**config.mk**
```make
export PLATFORM = sky130hd
export DESIGN_NAME = sd_decim_scheduler
export DESIGN_NICKNAME = d
export VERILOG_FILES = /design/src/rtl/sd_decim_scheduler.sv
export SDC_FILE = /design/constraint.sdc
export NUM_CORES = 1
export LEC_CHECK = 0
export CORE_ASPECT_RATIO = 1.1
export CORE_MARGIN = 2
export CORE_UTILIZATION = 62
export DETAILED_ROUTE_END_ITERATION = 7
export PLACE_DENSITY = 0.87
export SLEW_MARGIN = 20
export SYNTH_ARGS = -nofsm -noshare
export SYNTH_HDL_FRONTEND = slang
export SYNTH_SLANG_ARGS = --single-unit
```
**constraint.sdc**
```tcl
create_clock -name clk -period 12.8 [get_ports clk]
set_input_delay 3.84 -clock clk [delete_from_list [all_inputs] [get_ports clk]]
set_output_delay 3.84 -clock clk [all_outputs]
set_load 0.01 [all_outputs]
```
**src/rtl/sd_decim_scheduler.sv**
```systemverilog
// Shared accumulate/dump datapath for NCH sigma-delta streams: round-robin grant of one
// sample per cycle, per-channel decimation by a run-time ratio, results queued in a small FWFT FIFO.
module sd_decim_scheduler #(
  parameter int NCH        = 4,
  parameter int IN_W       = 48,
  parameter int ACC_W      = 48,
  parameter int OUT_W      = 33,
  parameter int RATIO_W    = 10,
  parameter int DEF_RATIO  = 64,
  parameter int FIFO_DEPTH = 4
) (
  input  logic                     clk,
  input  logic                     reset_n,
  input  logic                     start,
  input  logic                     stop,
  input  logic                     cfg_we,
  input  logic [RATIO_W-1:0]       cfg_ratio,
  output logic                     cfg_err,
  input  logic [NCH-1:0]           in_valid,
  input  logic [NCH*IN_W-1:0]      in_data,
  output logic [NCH-1:0]           in_ready,
  output logic                     out_valid,
  input  logic                     out_ready,
  output logic [OUT_W-1:0]         out_data,
  output logic [$clog2(NCH)-1:0]   out_ch,
  output logic [NCH-1:0]           overrun,
  input  logic [NCH-1:0]           ovr_clr,
  output logic                     busy
);
  localparam int CH_W = $clog2(NCH);
  localparam int AW   = $clog2(FIFO_DEPTH);

  typedef enum logic [1:0] {S_IDLE, S_RUN, S_DRAIN} state_t;
  state_t state_reg, state_next;

  logic [RATIO_W-1:0] ratio_reg;
  logic [CH_W-1:0]    last_reg;
  logic [ACC_W-1:0]   acc_reg [NCH];
  logic [RATIO_W-1:0] cnt_reg [NCH];
  logic [IN_W-1:0]    in_word [NCH];
  logic [NCH-1:0]     overrun_reg;
  logic               cfg_err_reg;

  logic [OUT_W-1:0]   mem_data [FIFO_DEPTH];
  logic [CH_W-1:0]    mem_ch   [FIFO_DEPTH];
  logic [AW-1:0]      wr_ptr_reg, rd_ptr_reg;
  logic [AW:0]        fcount_reg;

  logic [NCH-1:0]     grant;
  logic [CH_W-1:0]    grant_idx;
  logic [CH_W:0]      arb_j;
  logic               found;
  logic               accept, dump, push, pop, full, clr_all;
  logic [RATIO_W:0]   cnt_inc;
  logic [ACC_W-1:0]   sum;
  logic [NCH-1:0]     ovr_set;

  genvar gi;
  generate
    for (gi = 0; gi < NCH; gi++) begin : g_unpack
      assign in_word[gi] = in_data[gi*IN_W +: IN_W];
    end
  endgenerate

  // Search starts one past the last granted channel so every requester is served in turn.
  always_comb begin
    grant     = '0;
    grant_idx = '0;
    found     = 1'b0;
    arb_j     = '0;
    for (int k = 1; k <= NCH; k++) begin
      arb_j = {1'b0, last_reg} + (CH_W+1)'(k);
      if (arb_j >= (CH_W+1)'(NCH))
        arb_j = arb_j - (CH_W+1)'(NCH);
      if (!found && in_valid[arb_j[CH_W-1:0]]) begin
        found                    = 1'b1;
        grant[arb_j[CH_W-1:0]]   = 1'b1;
        grant_idx                = arb_j[CH_W-1:0];
      end
    end
  end

  // FSM: state register
  always_ff @(posedge clk or negedge reset_n) begin
    if (!reset_n) state_reg <= S_IDLE;
    else          state_reg <= state_next;
  end

  // FSM: next state
  always_comb begin
    state_next = state_reg;
    case (state_reg)
      S_IDLE:  if (start) state_next = S_RUN;
      S_RUN:   if (stop)  state_next = S_DRAIN;
      S_DRAIN: if (fcount_reg == '0) state_next = S_IDLE;
      default: state_next = S_IDLE;
    endcase
  end

  // FSM: outputs
  always_comb begin
    in_ready = '0;
    busy     = (state_reg != S_IDLE);
    if (state_reg == S_RUN) in_ready = grant;
  end

  assign accept  = |in_ready;
  assign cnt_inc = {1'b0, cnt_reg[grant_idx]} + {{RATIO_W{1'b0}}, 1'b1};
  assign dump    = accept && (cnt_inc == {1'b0, ratio_reg});
  assign sum     = acc_reg[grant_idx] + ACC_W'(in_word[grant_idx]);
  assign full    = (fcount_reg == (AW+1)'(FIFO_DEPTH));
  assign pop     = out_valid && out_ready;
  assign push    = dump && (!full || pop);
  assign ovr_set = (dump && full && !pop) ? (NCH'(1) << grant_idx) : '0;
  assign clr_all = (state_reg != S_IDLE) && (state_next == S_IDLE);

  always_ff @(posedge clk or negedge reset_n) begin
    if (!reset_n) begin
      ratio_reg   <= RATIO_W'(DEF_RATIO);
      cfg_err_reg <= 1'b0;
      last_reg    <= CH_W'(NCH-1);
      overrun_reg <= '0;
    end else begin
      cfg_err_reg <= cfg_we && ((state_reg != S_IDLE) || (cfg_ratio == '0));
      if (cfg_we && (state_reg == S_IDLE) && (cfg_ratio != '0))
        ratio_reg <= cfg_ratio;
      if (accept)
        last_reg <= grant_idx;
      overrun_reg <= (overrun_reg & ~ovr_clr) | ovr_set;
    end
  end

  always_ff @(posedge clk or negedge reset_n) begin
    if (!reset_n) begin
      for (int c = 0; c < NCH; c++) begin
        acc_reg[c] <= '0;
        cnt_reg[c] <= '0;
      end
    end else if (clr_all) begin
      for (int c = 0; c < NCH; c++) begin
        acc_reg[c] <= '0;
        cnt_reg[c] <= '0;
      end
    end else if (accept) begin
      // A dump clears the channel even when the FIFO had no room for the result.
      acc_reg[grant_idx] <= dump ? '0 : sum;
      cnt_reg[grant_idx] <= dump ? '0 : cnt_inc[RATIO_W-1:0];
    end
  end

  always_ff @(posedge clk) begin
    if (push) begin
      mem_data[wr_ptr_reg] <= sum[ACC_W-1 -: OUT_W];
      mem_ch[wr_ptr_reg]   <= grant_idx;
    end
  end

  always_ff @(posedge clk or negedge reset_n) begin
    if (!reset_n) begin
      wr_ptr_reg <= '0;
      rd_ptr_reg <= '0;
      fcount_reg <= '0;
    end else begin
      if (push) wr_ptr_reg <= wr_ptr_reg + 1'b1;
      if (pop)  rd_ptr_reg <= rd_ptr_reg + 1'b1;
      if (push && !pop)      fcount_reg <= fcount_reg + 1'b1;
      else if (pop && !push) fcount_reg <= fcount_reg - 1'b1;
    end
  end

  // Entry contents are not reset, so the head is masked while the FIFO is empty.
  assign out_valid = (fcount_reg != '0);
  assign out_data  = out_valid ? mem_data[rd_ptr_reg] : '0;
  assign out_ch    = out_valid ? mem_ch[rd_ptr_reg] : '0;
  assign overrun   = overrun_reg;
  assign cfg_err   = cfg_err_reg;
endmodule
```
After elaboration in Yosys (flattened, before gate mapping)

Memories as Yosys holds them, arrays and structs flattened.
Cells that the tools add are included.
W data, S select, Z words.

Memories kept: 2
Bits in writable memories: 140
Word-level logic and storage cells: 159
Input bits: 216
Memory bits (read-only): 0
Flip-flop bits (word level): 258
Latch bits: 0

Divide/modulo/power cells: 0
$add $sub $neg: 14
Reduce and logical (&&, ||, !) cells: 37
Shift operators: 1
Multiply operators: 0
Equal/unequal tests: 4
Bitwise gates (word level): 7
Order comparisons: 14
Muxes and demuxes: 64

Memories:

| memory   | depth | width | rd ports | clocked after Yosys merged registers in | write ports | line | RTL |
|---|---|---|---|---|---|---|---|
| mem_data | 4     | 33    | 1        | 0                                       | 1           | 44   | `logic [OUT_W-1:0] mem_data [FIFO_DEPTH];` |
| mem_ch   | 4     | 2     | 1        | 0                                       | 1           | 45   | `logic [CH_W-1:0] mem_ch [FIFO_DEPTH];` |

Operator list:

| cell                    | count |
|---|---|
| $mux W192               | 2 |
| $mux W48                | 6 |
| $bmux W48 S2            | 2 |
| $bwmux W192             | 1 |
| $demux W48 S2           | 1 |
| $mux W40                | 2 |
| $add A48 B48 Y48        | 1 |
| $bwmux W40              | 1 |
| $mux W10                | 4 |
| $mux W33                | 1 |
| $mux W2                 | 12 |
| $mux W4                 | 6 |
| $bmux W10 S2            | 1 |
| $demux W10 S2           | 1 |
| $logic_and A1 B1 Y1     | 19 |
| $or A4 B4 Y4            | 4 |
| $ge A3 B3 Y1 const B    | 5 |
| $mux W1                 | 13 |
| $lt A2 B3 Y1 const B    | 4 |
| $add A10 B1 Y11 const B | 1 |
| $eq A11 B10 Y1          | 1 |
| $logic_not A10 Y1       | 1 |
| $reduce_bool A10 Y1     | 1 |
| $bmux W1 S2             | 4 |
| 26 further kinds        | 47 |

Longest topological paths before layout

Gate-level depths: netlist of run 1.

Depth after elaboration: 27
Gate-level depth with buffers: 30
Mapped depth without buffers: 22

Least setup slack after synthesis of run 1

OpenSTA, ideal clock, no wires.

Kind: in2reg
Start: input port in_valid[1]
End: memory mem_ch[0][0] (netlist bit), enable pin
Path slack: 3252 ps
Path buffers: 7
Data arrival time: 9152 ps
Library setup time: 395 ps
Stages on the path: 21
Data required time: 12405 ps
Path through: clkbuf_1 -> mux4_2 -> nor2b_2 -> a22oi_4 -> and2_1 -> buf_2 -> inv_2 -> buf_4 -> clkbuf_1 -> clkbuf_1 -> clkbuf_1 -> a31oi_1 -> ha_1 -> clkbuf_1 -> o21ai_0 -> nor2_1 -> mux4_2 -> and4bb_1 -> nand4_1 -> nor4_2 -> and2_1

Word-level cells in the longest chain between the ends: 22
Elaborated cells on any way between the ends: 40
Those cells by class: add/sub: 1; eq/ne: 1; mux: 25; bitwise: 4; reduce/logical: 9

RTL lines:

| item                                        | line | RTL |
|---|---|---|
| start, declared                             | 19   | `input logic [NCH-1:0] in_valid,` |
| $bmux W1 S2                                 | 75   | `if (!found && in_valid[arb_j[CH_W-1:0]]) begin` |
| $mux W1 (not written as such)               | 75   |  |
| $mux W1                                     | 75   |  |
| $logic_not A1 Y1                            | 75   |  |
| $logic_and A1 B1 Y1                         | 75   |  |
| $mux W1                                     | 75   |  |
| $logic_not A1 Y1                            | 75   |  |
| $logic_and A1 B1 Y1                         | 75   |  |
| [... 6 more ...]                            | n/a  |  |
| $mux W10 (not written as such) (2 in a row) | 108  | `assign cnt_inc = {1'b0, cnt_reg[grant_idx]} + {{RATIO_W{1'b0}}, 1'b1};` |
| $add A10 B1 Y11                             | 108  |  |
| $eq A11 B10 Y1                              | 109  | `assign dump = accept && (cnt_inc == {1'b0, ratio_reg});` |
| $logic_and A1 B1 Y1 (*)                     | 109  |  |
| $logic_and A1 B1 Y1 (*)                     | 113  | `assign push = dump && (!full \|\| pop);` |
| named net push                              | 53   | `logic accept, dump, push, pop, full, clr_all;` |
| $mux W1 (*)                                 | 152  | `if (push) begin` |
| $mux W1 (not written as such) (*)           | 154  | `mem_ch[wr_ptr_reg] <= grant_idx;` |
| end, declared                               | 45   |  |

The timed path passes the listed nets; every way through them passes the cells marked *. The select of a mux whose other input is x is not followed.

Worst setup path in the final report of run 1

Start: input port in_valid[0]
End: register acc_reg[190] (netlist bit)

Elaborated cells on any way between the ends: 54
Those cells by class: add/sub: 2; order compare: 2; eq/ne: 1; mux: 35; bitwise: 4; reduce/logical: 10

RTL lines:

| item                                        | line | RTL |
|---|---|---|
| $bmux W1 S2                                 | 75   |  |
| $mux W1 (not written as such)               | 75   |  |
| $mux W1                                     | 75   |  |
| $logic_not A1 Y1                            | 75   |  |
| $logic_and A1 B1 Y1                         | 75   |  |
| $mux W1                                     | 75   |  |
| $logic_not A1 Y1                            | 75   |  |
| $logic_and A1 B1 Y1                         | 75   |  |
| [... 5 more ...]                            | n/a  |  |
| $bmux W48 S2                                | 110  | `assign sum = acc_reg[grant_idx] + ACC_W'(in_word[grant_idx]);` |
| $mux W48 (not written as such) (2 in a row) | 110  |  |
| $add A48 B48 Y48 (*)                        | 110  |  |
| named net sum[46]                           | 55   | `logic [ACC_W-1:0] sum;` |
| $mux W48 (*)                                | 146  | `acc_reg[grant_idx] <= dump ? '0 : sum;` |
| $bwmux W192 (*)                             | 146  |  |
| $mux W192 (*)                               | 144  | `end else if (accept) begin` |
| $mux W192 (*)                               | 139  | `end else if (clr_all) begin` |
| end signal, assigned by index               | 146  |  |
| end, declared                               | 38   | `logic [ACC_W-1:0] acc_reg [NCH];` |

Marked as above.
A chain may end at the register's enable or synchronous reset.

==> results of run 1 <==
critical path, cell delays in order:
cell	delay [ns]
clkdlybuf4s50_1	0.63
mux4_2	0.71
nor2b_2	0.23
a22oi_4	0.26
and2_4	0.77
inv_4	0.52
a31oi_1	0.34
ha_1	0.22
inv_1	0.07
fa_1	0.45
nor2b_1	0.16
o31a_1	0.22
o211ai_1	0.16
a31oi_1	0.51
nor2_1	0.21
o311ai_0	0.49
a21oi_1	0.20
o41ai_1	0.50
xor2_1	0.56
a32o_1	0.27
cells by family after synthesis:
| group | share of synthesized area [%] |
|---|---|
| XOR/XNOR | 2.58 |
| AND/OR/NAND/NOR | 16.5 |
| flip-flops | 47.5 |
| buffers and inverters | 3.96 |
| multiplexers | 5.84 |
| adder cells (fa/ha/maj) | 3.58 |
| AO/OA/AOI/OAI | 20.1 |
path summary, 6_finish.rpt:
| kind | slack (ns) | startpoint | to |
|---|---|---|---|
| worst max-delay path | 1.86 | in_valid[0] | acc_reg[190] |
| worst min-delay path | 0.48 | overrun[2] | overrun[2] |
| worst max register to register | 4.14 | last_reg[0] | acc_reg[190] |
| worst min register to register | 0.48 | overrun[2] | overrun[2] |
| max in group asynchronous | 7.79 | reset_n | rd_ptr_reg[0] |
| min in group asynchronous | 3.38 | reset_n | acc_reg[166] |
stage by stage:
step	setup slack (ns)	util (%)	instance area, sq um
floorplan	3.25	-	22500
detailed placement	1.46	70.2	25200
finish	1.86	73.8	26500
global route	1.39	73.8	26500
global placement	1.73	70.2	25200
CTS	1.98	73.8	26500
area by class of cell:
class	instances	share of cell area, %
clock buffers	55	4.06
multi-input cells	1551	41.5
repair buffers	287	10.7
flip-flops and latches	398	40.2
clock inverters	15	0.845
well taps	487	2.30
inverters	27	0.411
cell usage in the layout (no fill, tap or decap), drive strengths merged, types with 55 or more instances in the layout:
cell	synthesis	layout
a21oi	60	60
a31oi	107	107
a32o	232	232
and3	106	106
clkbuf	132	55
clkdlybuf4s50	0	260
dfrtp	255	255
edfxtp	140	140
ha	61	61
nand2	440	440
per-layer routing:
| metal | track usage (%) | vias up |
|---|---|---|
| met2 | 56.1 | 1120 |
| met4 | 13.9 | 0 |
| met3 | 4.59 | 190 |
| li1 | - | 8492 |
| met5 | 0 | - |
| met1 | 42.6 | 9400 |
==> reports/results.ini, run 1 <==
[sta]
finalCritPeriodShare_pct = 85.5
finalSetupTns_ns = 0
final-hold-violation-count = 0
period_needed_ns = 10.94
max_freq_mhz = 91.4
fin_hold_ws_ns = 0.483
worst_slew_margin_rel_pct = 29.0
tightest_slew_ns = 1.06
fin_skew_ns = 0.0256
rsz0062_at_grt = no
final_max_slew_viol_count = 0
setup_viol = 0

[yosys]
yosysSeqAreaShare_pct = 47.5
synth.most_common_cell = nand2_1
synth_warnings = 0
synthFlopType = dfrtp_1
synthesis.area_sq_um = 22500
avgSynthCellArea_sq_um = 10.4
synth.distinct_cells = 81
yosys.area.top_type_share_pct = 28.4
ys_ff_latch = 398
synthArstFlopShare_pct = 64.8
syn_inst = 2157
yosys.area.top_type = dfrtp_1
syn-num-nets = 2436
synth_edf_count = 140
synth_area_leaders = dfrtp_1 28%, edfxtp_1 19%, a32o_1 10%
synth.top_cells.by_count = 440 x nand2_1, 255 x dfrtp_1, 232 x a32o_1

[placement]
finalWeightedCongestion = 0.947
numPortBuffers = 261
dp.cells = 2750
hpwl_mm = 38.3

[final_layout]
area_delta_synth_final_pct = 18.0
multi_input_area_sq_um = 11000
fin_cells = 2820
fill_cells = 2393
drive_above_1_share_pct = 7.84
fin_nets = 2583
seqCellArea_sq_um = 10700
diodes = 0
largest_reg_flops = 192

[clocking]
h-tree-depth = 2
postCtsSetupBuffers = 0
cts_tree = yes
cts_sinks = 398
cts_resized = 0
cts-hold-fix-buffers = 0
clk_path_buf_depth = 3
clk_pin_slew_ns = 0.06
root_buffer = clkbuf_16
numCtsBuffers = 39
insertion_delay_ns = 0.55

[critical_path]
reg2reg_depth = 22
critPathKind = in2reg
worst_ep_required_time_ns = 13.27
startpoint_type = primary input
worstPathArrival_ns = 11.41
endpoint_kind = register
critPathMaxFanout = 80

[global_routing]
antenna_found_initial = 0
grt_start_max_net_pins = 141
grt_first_pass_wirelength_mm = 98.9
track_usage_pct = 33.0
overflow = 0
grt_pass1_vias = 19082

[detailed_routing]
routed_wl_mm = 62.6
firstDrtPassIters = 6
drt_iter0_drc = 2145
wl_met2_mm = 31.4
wire_per_inst_um = 22.2
highest_layer = met4
vias = 19202
vias_per_cell = 6.81
postRouteAntennaNets = 0
wl_met1_mm = 23.2
dr_wl_met3_mm = 5.77
drc_errors = 0

[floorplan]
fp-row-count = 73
die_height_um = 204
dieArea_sq_um = 37800
die_w_um = 185
initial_core_util_pct = 62.6
core_area_sq_um = 35900
boundaryPins = 262

[run_status]
outcome = finished clean

[flow_run]
drv_cap = 0

[hold_path]
hold_depth = 2
hold_class = reg2reg

Power of run 1 is not shown: default switching activity piles up to over one toggle a cycle in this logic, so the estimate is an artifact.
==> run 2, diff against run 1 <==
- CORE_UTILIZATION: 62 -> 57
- PLACE_DENSITY: 0.87 -> 0.81
- clock period: 12.8 -> 12.4 ns (I/O delays scaled with it)
==> run 2 against run 1 <==
Net effect:
- clock skew shrank 0.0026 ns
- register-to-register slack worse by 0.11 ns
- sequential cell count stayed put
- non-clock buffer count rose by 3
- setup slack worse by 0.062 ns
- design area increased by 0.19%
- first-iteration DRC count fell by 9.5%
- global-route usage decreased by 2.6 points
- largest cell class unchanged
- count of clock-buffer cells in the layout is 1 lower
- critical path type unchanged
==> reports/results.ini, run 2 (synthesis results as in run 1) <==
[detailed_routing]
vias = 19024
drt_iter0_drc = 1942
wire_per_inst_um = 22.5
postRouteAntennaNets = 0
drc_errors = 0
routed_wl_mm = 64.0
firstDrtPassIters = 6
vias_per_cell = 6.68

[clocking]
cts-hold-fix-buffers = 0
insertion_delay_ns = 0.55
h-tree-depth = 2
clk_path_buf_depth = 3
postCtsSetupBuffers = 0
cts_resized = 0
cts_sinks = 398
numCtsBuffers = 40
root_buffer = clkbuf_16
clk_pin_slew_ns = 0.06
cts_tree = yes

[floorplan]
boundaryPins = 262
dieArea_sq_um = 41000
fp-row-count = 76
die_w_um = 193
core_area_sq_um = 39000
die_height_um = 212
initial_core_util_pct = 57.6

[sta]
fin_skew_ns = 0.0230
setup_viol = 0
tightest_slew_ns = 1.02
final_max_slew_viol_count = 0
period_needed_ns = 10.60
worst_slew_margin_rel_pct = 30.8
finalCritPeriodShare_pct = 85.5
max_freq_mhz = 94.3
finalSetupTns_ns = 0
final-hold-violation-count = 0
layout_setup_ws_ns = 1.80
rsz0062_at_grt = no

[global_routing]
track_usage_pct = 30.5
grt_pass1_vias = 18865
overflow = 0
grt_start_max_net_pins = 137
antenna_found_initial = 0
grt_first_pass_wirelength_mm = 101

[critical_path]
slowest_stage = nor4b_1
cp-startpoint = in_valid[0]
endpoint_kind = register
critPathMaxStageDelay_ns = 0.91
critical_path.n_buffers_inverters = 2
worst_ep_required_time_ns = 12.88
worstPathArrival_ns = 11.08
critPathKind = in2reg
crit_chain = clkdlybuf4s50_1 > mux4_2 > nor2b_2 > a22oi_4 > and2_4 > buf_4 > and3_1 > a31oi_1 > ha_1 > nand4_1 > nor3_1 > nand3_1 > nor4b_1 > o21ai_0 > o21bai_1 > a31oi_1 > xnor2_1 > a32o_1
timing.rr.start = last_reg[0]
crit_top_cell = a31oi_1
startpoint_type = primary input
critPathMaxFanout = 61
cp_top_family = simple AND/OR/NAND/NOR gates

[final_layout]
utilization_pct = 68.1
drive_above_1_share_pct = 7.99
mostFrequentLayoutCells = 440 x nand2_1, 260 x clkdlybuf4s50_1, 254 x dfrtp_1
multi_input_area_sq_um = 11000
fin_nets = 2587
fill_cells = 2940
seqCellArea_sq_um = 10700
area_delta_synth_final_pct = 18.2
diodes = 0
final_common_cell = nand2_1
largest_reg_flops = 192

[placement]
hpwl_mm = 39.5
finalWeightedCongestion = 0.926
place_worst_setup_slack_ns = 1.40
numPortBuffers = 261

[hold_path]
hold_class = reg2reg
min_from = rd_ptr_reg[0]

[run_status]
outcome = finished clean

[flow_run]
drv_cap = 0

==> run 2: changes by cell type in the layout (fill, tap and decap cells not counted), moves of 2 or more <==
cell | before | now
clkbuf_1 | 13 | 9
clkinv_1 | 1 | 5
clkbuf_8 | 2 | 5
clkinv_4 | 0 | 3
buf_4 | 25 | 27
bufinv_16 | 5 | 3
clkinvlp_4 | 4 | 2
==> run 2: final timing paths <==
path | endpoint | slack, ns | cells after the start
min in group asynchronous | acc_reg[166] | 3.23 | 1
worst min-delay path | rd_ptr_reg[0] | 0.47 | 1
worst max register to register | acc_reg[135] | 4.03 | 19
max in group asynchronous | rd_ptr_reg[0] | 7.47 | 2
worst min register to register | rd_ptr_reg[0] | 0.47 | 1
worst max-delay path | acc_reg[135] | 1.80 | 18
==> run 2: metrics by stage <==
stage                     cell area [sq um]  cells  hold WS, ns
after floorplan                       22500   2157        0.444
after global placement                25300   2773        0.456
after detailed placement              25300   2773        0.461
after CTS                             26600   2846        0.473
after global routing                  26600   2846        0.497
final                                 26600   2846        0.471
==> run 2: per-layer routing <==
layer / vias up / wire length (um) / track usage [%]
met3: 134 / 5360 / 4.16
met5: - / 0 / 0
met2: 951 / 32100 / 53.8
met4: 0 / 1650 / 9.48
li1: 8504 / - / -
met1: 9435 / 24900 / 39.3
==> run 2: final cells by class <==
type,count,share of cell area (%)
tap,507,2.39
timing repair buffer,290,10.8
clock inverter,19,0.735
inverter,27,0.410
multi-input combinational,1551,41.4
clock buffer,54,4.16
sequential,398,40.2
Power of run 2 is left out for the same reason.
